`src/rtl/pwm_peripheral.sv`:
```
// pwm_peripheral: drives 16 output pins from the SPI configuration bytes.
// Each pin is forced low, forced high, or follows one shared 8-bit PWM
// waveform whose period is 256 * CLK_DIV system clocks.
// Optional build macro: PWM_SHADOW_EN. When defined, the duty value is
// captured into a shadow register at each period wrap, so a duty change never
// truncates or extends the period in progress.
module pwm_peripheral #(
  parameter int unsigned CLK_DIV = 10  // system clocks per PWM tick, 1..65535
) (
  input  logic        clk,
  input  logic        rst,
  input  logic [7:0]  en_reg_out_7_0,
  input  logic [7:0]  en_reg_out_15_8,
  input  logic [7:0]  en_reg_pwm_7_0,
  input  logic [7:0]  en_reg_pwm_15_8,
  input  logic [7:0]  pwm_duty_cycle,
  output logic [15:0] out,
  output logic        period_start
);

  localparam logic [15:0] PRESC_MAX = 16'(CLK_DIV - 1);

  logic [15:0] presc_q, presc_d;
  logic [7:0]  pwm_cnt_q, pwm_cnt_d;
  logic [15:0] out_q, out_d;
  logic        period_start_q, period_start_d;

  logic        tick_s;
  logic        wrap_s;
  logic        pwm_lvl_s;
  logic [7:0]  duty_act_s;
  logic [15:0] en_out_s;
  logic [15:0] en_pwm_s;

  // 0x00 must give a solid low and 0xFF a solid high (no one-tick dropout)
  function automatic logic pwm_level(input logic [7:0] cnt, input logic [7:0] duty);
    logic lvl;
    if (duty == 8'hFF) begin
      lvl = 1'b1;
    end else begin
      lvl = (cnt < duty);
    end
    return lvl;
  endfunction

  assign en_out_s = {en_reg_out_15_8, en_reg_out_7_0};
  assign en_pwm_s = {en_reg_pwm_15_8, en_reg_pwm_7_0};
  assign tick_s   = (presc_q == PRESC_MAX);
  assign wrap_s   = tick_s && (pwm_cnt_q == 8'hFF);

`ifdef PWM_SHADOW_EN
  logic [7:0] shadow_q, shadow_d;

  // Shadow captures the requested duty only at the 255->0 wrap
  always_comb begin
    shadow_d = shadow_q;
    if (wrap_s) begin
      shadow_d = pwm_duty_cycle;
    end else begin
      shadow_d = shadow_q;
    end
  end

  // Shadow register; first period after reset runs at duty 0
  always_ff @(posedge clk or posedge rst) begin
    if (rst) begin
      shadow_q <= 8'h00;
    end else begin
      shadow_q <= shadow_d;
    end
  end

  assign duty_act_s = shadow_q;
`else
  assign duty_act_s = pwm_duty_cycle;
`endif

  assign pwm_lvl_s = pwm_level(pwm_cnt_q, duty_act_s);

  // Prescaler and PWM counter next state; period_start flags the wrap
  always_comb begin
    presc_d        = presc_q;
    pwm_cnt_d      = pwm_cnt_q;
    period_start_d = 1'b0;
    if (tick_s) begin
      presc_d   = 16'h0000;
      pwm_cnt_d = pwm_cnt_q + 8'h01;
    end else begin
      presc_d   = presc_q + 16'h0001;
      pwm_cnt_d = pwm_cnt_q;
    end
    if (wrap_s) begin
      period_start_d = 1'b1;
    end else begin
      period_start_d = 1'b0;
    end
  end

  // Per-pin mux: disabled -> 0, enabled static -> 1, enabled PWM -> waveform
  always_comb begin
    out_d = 16'h0000;
    for (int i = 0; i < 16; i++) begin
      if (!en_out_s[i]) begin
        out_d[i] = 1'b0;
      end else if (!en_pwm_s[i]) begin
        out_d[i] = 1'b1;
      end else begin
        out_d[i] = pwm_lvl_s;
      end
    end
  end

  // Timebase and output registers; enable changes never disturb the counters
  always_ff @(posedge clk or posedge rst) begin
    if (rst) begin
      presc_q        <= 16'h0000;
      pwm_cnt_q      <= 8'h00;
      out_q          <= 16'h0000;
      period_start_q <= 1'b0;
    end else begin
      presc_q        <= presc_d;
      pwm_cnt_q      <= pwm_cnt_d;
      out_q          <= out_d;
      period_start_q <= period_start_d;
    end
  end

  assign out          = out_q;
  assign period_start = period_start_q;

endmodule

```
`config.mk`:
```
export PLATFORM = sky130hd
export DESIGN_NAME = pwm_peripheral
export DESIGN_NICKNAME = d
export VERILOG_FILES = /design/src/rtl/pwm_peripheral.sv
export SDC_FILE = /design/constraint.sdc
export NUM_CORES = 1
export LEC_CHECK = 0
export ABC_AREA = 1
export CORE_ASPECT_RATIO = 1.4
export CORE_MARGIN = 2
export CORE_UTILIZATION = 52
export DETAILED_ROUTE_END_ITERATION = 10
export PLACE_DENSITY_LB_ADDON = 0.3
export SLEW_MARGIN = 20
export SYNTH_ARGS = -nofsm -noshare
export SYNTH_HDL_FRONTEND = slang
export SYNTH_SLANG_ARGS = --single-unit
```
`constraint.sdc`:
```
create_clock -name clk -period 4.75 [get_ports clk]
set_clock_uncertainty 0.05 [all_clocks]
set_input_delay 1.425 -clock clk [delete_from_list [all_inputs] [get_ports clk]]
set_output_delay 1.425 -clock clk [all_outputs]
set_load 0.1 [all_outputs]
```
## After elaboration in Yosys (flattened, before gate mapping)

Index checks and enable logic that the tools add are counted.

- Add/sub/neg operators: 2
- Magnitude comparators: 1
- Equal/unequal tests: 3
- Muxes and demuxes: 35
- Reduce and logical (&&, ||, !) cells: 1

Operators by type and width:

| operator | count |
|---|---|
| 2-to-1 mux 1 bit | 34 |
| adder 16 x 1 -> 16 bit (second input constant) | 1 |
| == test 16 x 4 -> 1 bit (second input constant) | 1 |
| == test 8 bit (second input constant) | 2 |
| 2-to-1 mux 16 bit | 1 |
| adder 8 x 1 -> 8 bit (second input constant) | 1 |
| < comparator 8 bit | 1 |
| logical AND 1 bit | 1 |

- Register bits: 41
- Input port bits: 42
- Output and inout port bits: 17
- Word-level logic and storage cells: 46

## Longest topological paths before layout

- Depth in word-level cells: 4
- Mapped depth: 12

## Worst setup path before layout

No wires, ideal clock.

- Path kind: input-to-reg
- Start: input port pwm_duty_cycle[5]
- End: register out_q[10], in the netlist out[10]
- Arrival: 2454 ps
- Data required time: 4637 ps
- Path slack: 2184 ps
- Stages on the path: 10
- Path through: inv_1 -> ha_1 -> a21oi_1 -> nor2_1 -> nor3_2 -> nand2_2 -> buf_4 -> nand3_1 -> nand2_1 -> inv_1

- Cells in the longest elaborated chain, start to end: 4
- Elaborated cells on any way between the ends: 5

RTL lines:

| what | RTL line | text |
|---|---|---|
| from (decl) | 16 | `input logic [7:0] pwm_duty_cycle,` |
| < comparator 8 bit or == test 8 bit (tied branches) | 41, 38 |  |
| 2-to-1 mux 1 bit * | 38 | `if (duty == 8'hFF) begin` |
| 2-to-1 mux 1 bit * | 105 | `end else if (!en_pwm_s[i]) begin` |
| 2-to-1 mux 1 bit * | 103 | `if (!en_out_s[i]) begin` |
| net out_d[10] | 25 | `logic [15:0] out_q, out_d;` |
| to (signal assigned) | 123 | `out_q <= out_d;` |
| to (decl) | 25 |  |

Mark *: on every way through the listed nets, which the timed path passes. The rest lies on a longest branch.
A chain may end at the register's enable or synchronous reset.

## Worst setup path after layout

- Start: register out_q[15], in the netlist out[15]
- End: output port out[15]

RTL lines:

| what | RTL line | text |
|---|---|---|
| to (decl) | 17 | `output logic [15:0] out,` |

No word-level cell between the ends.

==> impl_results.md <==
* Netlist cell types at 27
* Area contributors post-synth: dfrtp_1 (47%), nand2_1 (9.7%), inv_1 (9.0%)
* Clock H-tree levels at 2
* Largest delay share family, worst path: buffers and inverters
* Fmax at between 0.3 and 0.4 GHz
* RSZ-0062 raised after global routing: false
* Post-DP HPWL at 3560 µm
* Area delta synth->final at 32.8%
* Reg-to-reg endpoint: out[4]
* Clk Latency, worst-skew pair at about 290 ps
* RePlAce Congestion at 0.851
* Share of cells above drive strength 1 at between 10% and 20%
* Die height at 80.5 µm
* Flop and latch count out of synthesis at 41
* Num CTS Buffers at 5
* Hold Crit Class: flip-flop to flip-flop
* Largest net degree at the start of global routing at 25
* PostCTS Resize Cnt at 0
* Via count at 1,800
* WP buf/inv at 1
* Sinks on the clock net at 41
* Worst r2r src: pwm_cnt_q[3]
* Post-Syn Instances at 259
* Full die area at 4720 µm²
* Ports at 59
* Cts hold-fix bufs at 0
* R2R setup slack at between 3000 and 4000 ps
* Critical path peak fanout at 1
* DRC viols at 1
* Max-slew headroom at 32.6%
* WP depth at 1
* Total gr overflow at 0
* Routed Antenna Nets at 0
* CP Launch Type: flip-flop
* GRT Resource Usage Total at 21.2%
* Postcts setup bufs at 0
* Clock transition at the registers of the reported paths at around 80 ps
* Minimum clock period at 3260 ps
* Post-DR wirelength/cell at 12.7 µm
* Initial antenna violation count at 0
* Vias/cell at 4.92
* Share of the synthesized area in the top cell type at between 40% and 50%
* Cell type with the largest total area after synthesis: dfrtp_1
* CP Data Arrival Time at 1780 ps
* Final hold viol count at 0
* Post-synthesis mux area share at 0%
* Crit. Startpoint: out[15]
* Worst setup path end: out[15]
* Adder-cell share of the synthesized area at 5.76%
* CTS tree: built
* Pwr Density at 249 nW/µm²
* Placed insts at 359
* Period utilization at 68.5%
* Initial Utilization at 54.5%
* Worst R2R Path Depth at 10
* First-pass GRT wire length at 7460 µm
* Clk buf depth at 2
* Failing checks: design-rule violations
* Seq/Total Area, Yosys at a little under half
* Antenna cells at 0
* Largest family of logic cells by synthesized area: simple AND/OR/NAND/NOR gates
* Mapped Nets at 311
* Mapped Area at 2170 µm²
* Clk root buf: clkbuf_8
* Final nets at 375
* I/O Buffers at 58
* Post-route insts no fill at between 300 and 400
* Final WL at 4660 µm
* Max Slew Vio Count at 0
* Post-synthesis simple-gate area fraction at 27.3%
* Commonest non-fill, non-tap cell in the layout: clkdlybuf4s50_1
* Die X at 58.6 µm
* Max rail drop VDD at roughly 0.18 mV
* Detailed Routing Iterations Pass 1 at 7
* Critical path's slowest cell: clkdlybuf4s50_1
* Synth Warn # at 0
* Max-cap viol count at 0
* Initial DRC Count at 32
* Crit Path Class: flip-flop to output pin
* Least-Margin Pin Slew at 1010 ps
* Most frequent cells in the layout: clkdlybuf4s50_1 (58), nand2_1 (56), inv_1 (52)
* WP data required at 3270 ps
* CP Capture Type: output pin
* Compound-Gate Fraction of Synth Area at 2.88%
* Setup tns final at 0 ps
* Outcome: complete, but fails checks
* CORE AREA at between 3000 and 4000 µm²
* Vias in the first global route at roughly 1,800
* Slowest stage delay, CP at 1150 ps
* Post-synthesis xor/xnor area fraction at 5.24%
* Post-Syn Area per Cell at roughly 8.4 µm²
* CP cell instances: clkdlybuf4s50_1
* LEAKAGE at 1.47 nW
* Final setup vio count at 0
* Rows at 27
-- report_power, final --
part | total (mW) | leakage [nW] | switching, mW | internal, mW
sequential | 0.358 | 0.522 | 0.00194 | 0.356
clock | 0.234 | 0.0443 | 0.118 | 0.115
combinational | 0.128 | 0.904 | 0.0802 | 0.0477
total | 0.719 | 1.47 | 0.200 | 0.519
-- flip-flops by register name, summed over array words and instances (netlist names) --
| register | cells |
|---|---|
| pwm_cnt_q | 8 |
| presc_q | 16 |
| period_start | 1 |
| out | 16 |
-- worst min path at each step --
| stage | start | end | cells past startpoint |
|---|---|---|---|
| 6_report | presc_q[14] | presc_q[14] | 2 |
| 2_1_floorplan | presc_q[14] | presc_q[14] | 2 |
| 3_3_place_gp | presc_q[14] | presc_q[14] | 2 |
| 4_1_cts | presc_q[14] | presc_q[14] | 2 |
| 5_1_grt | presc_q[14] | presc_q[14] | 2 |
| 3_5_place_dp | presc_q[14] | presc_q[14] | 2 |
-- routing by layer --
metal | vias to the layer above | part of all wire (%) | GRT usage (%) | wire length [µm]
met5 | - | 0 | 0 | 0
met4 | 0 | 3.1 | 11.8 | 144
met3 | 13 | 2.5 | 4.03 | 116
met2 | 36 | 56 | 38.8 | 2620
met1 | 837 | 38 | 22.1 | 1780
li1 | 914 | - | - | -
-- kinds of logic (layout without fill, tap and decap cells) --
kind of cell | Yosys count | count (layout)
flops | 41 | 41
xor+xnor | 13 | 13
simple gates | 121 | 121
compound gates | 11 | 11
fa+ha+maj | 10 | 10
buf+inv | 63 | 127
-- cell type report --
class,count,area (µm²)
Fill cell,315,1100
Sequential cell,41,1030
Multi-Input combinational cell,155,895
Timing Repair Buffer,60,596
Inverter,60,228
Clock buffer,7,86.3
Tap cell,43,53.8
-- cell usage after synthesis (all sizes together) --
cell    number
a21oi        2
buf          3
clkinv       1
dfrtp       41
ha          10
inv         59
nand2       62
nand3       25
nand4        6
nor2        20
nor3         7
nor3b        1
o21ai        9
xnor2        3
xor2        10
-- stage by stage --
stage               utilization, %  instance area [µm²]  hold slack (ps)  power [mW]  worst slack, ps
floorplan                        -                 2170              419       0.437             2180
finish                        72.3                 2880              459       0.719             1490
global placement              70.2                 2800              435       0.492             1610
CTS                           72.3                 2880              459       0.725             1470
detailed placement            70.2                 2800              438       0.494             1570
global route                  72.3                 2880              482       0.743             1470
(Power assumes the default switching activity.)
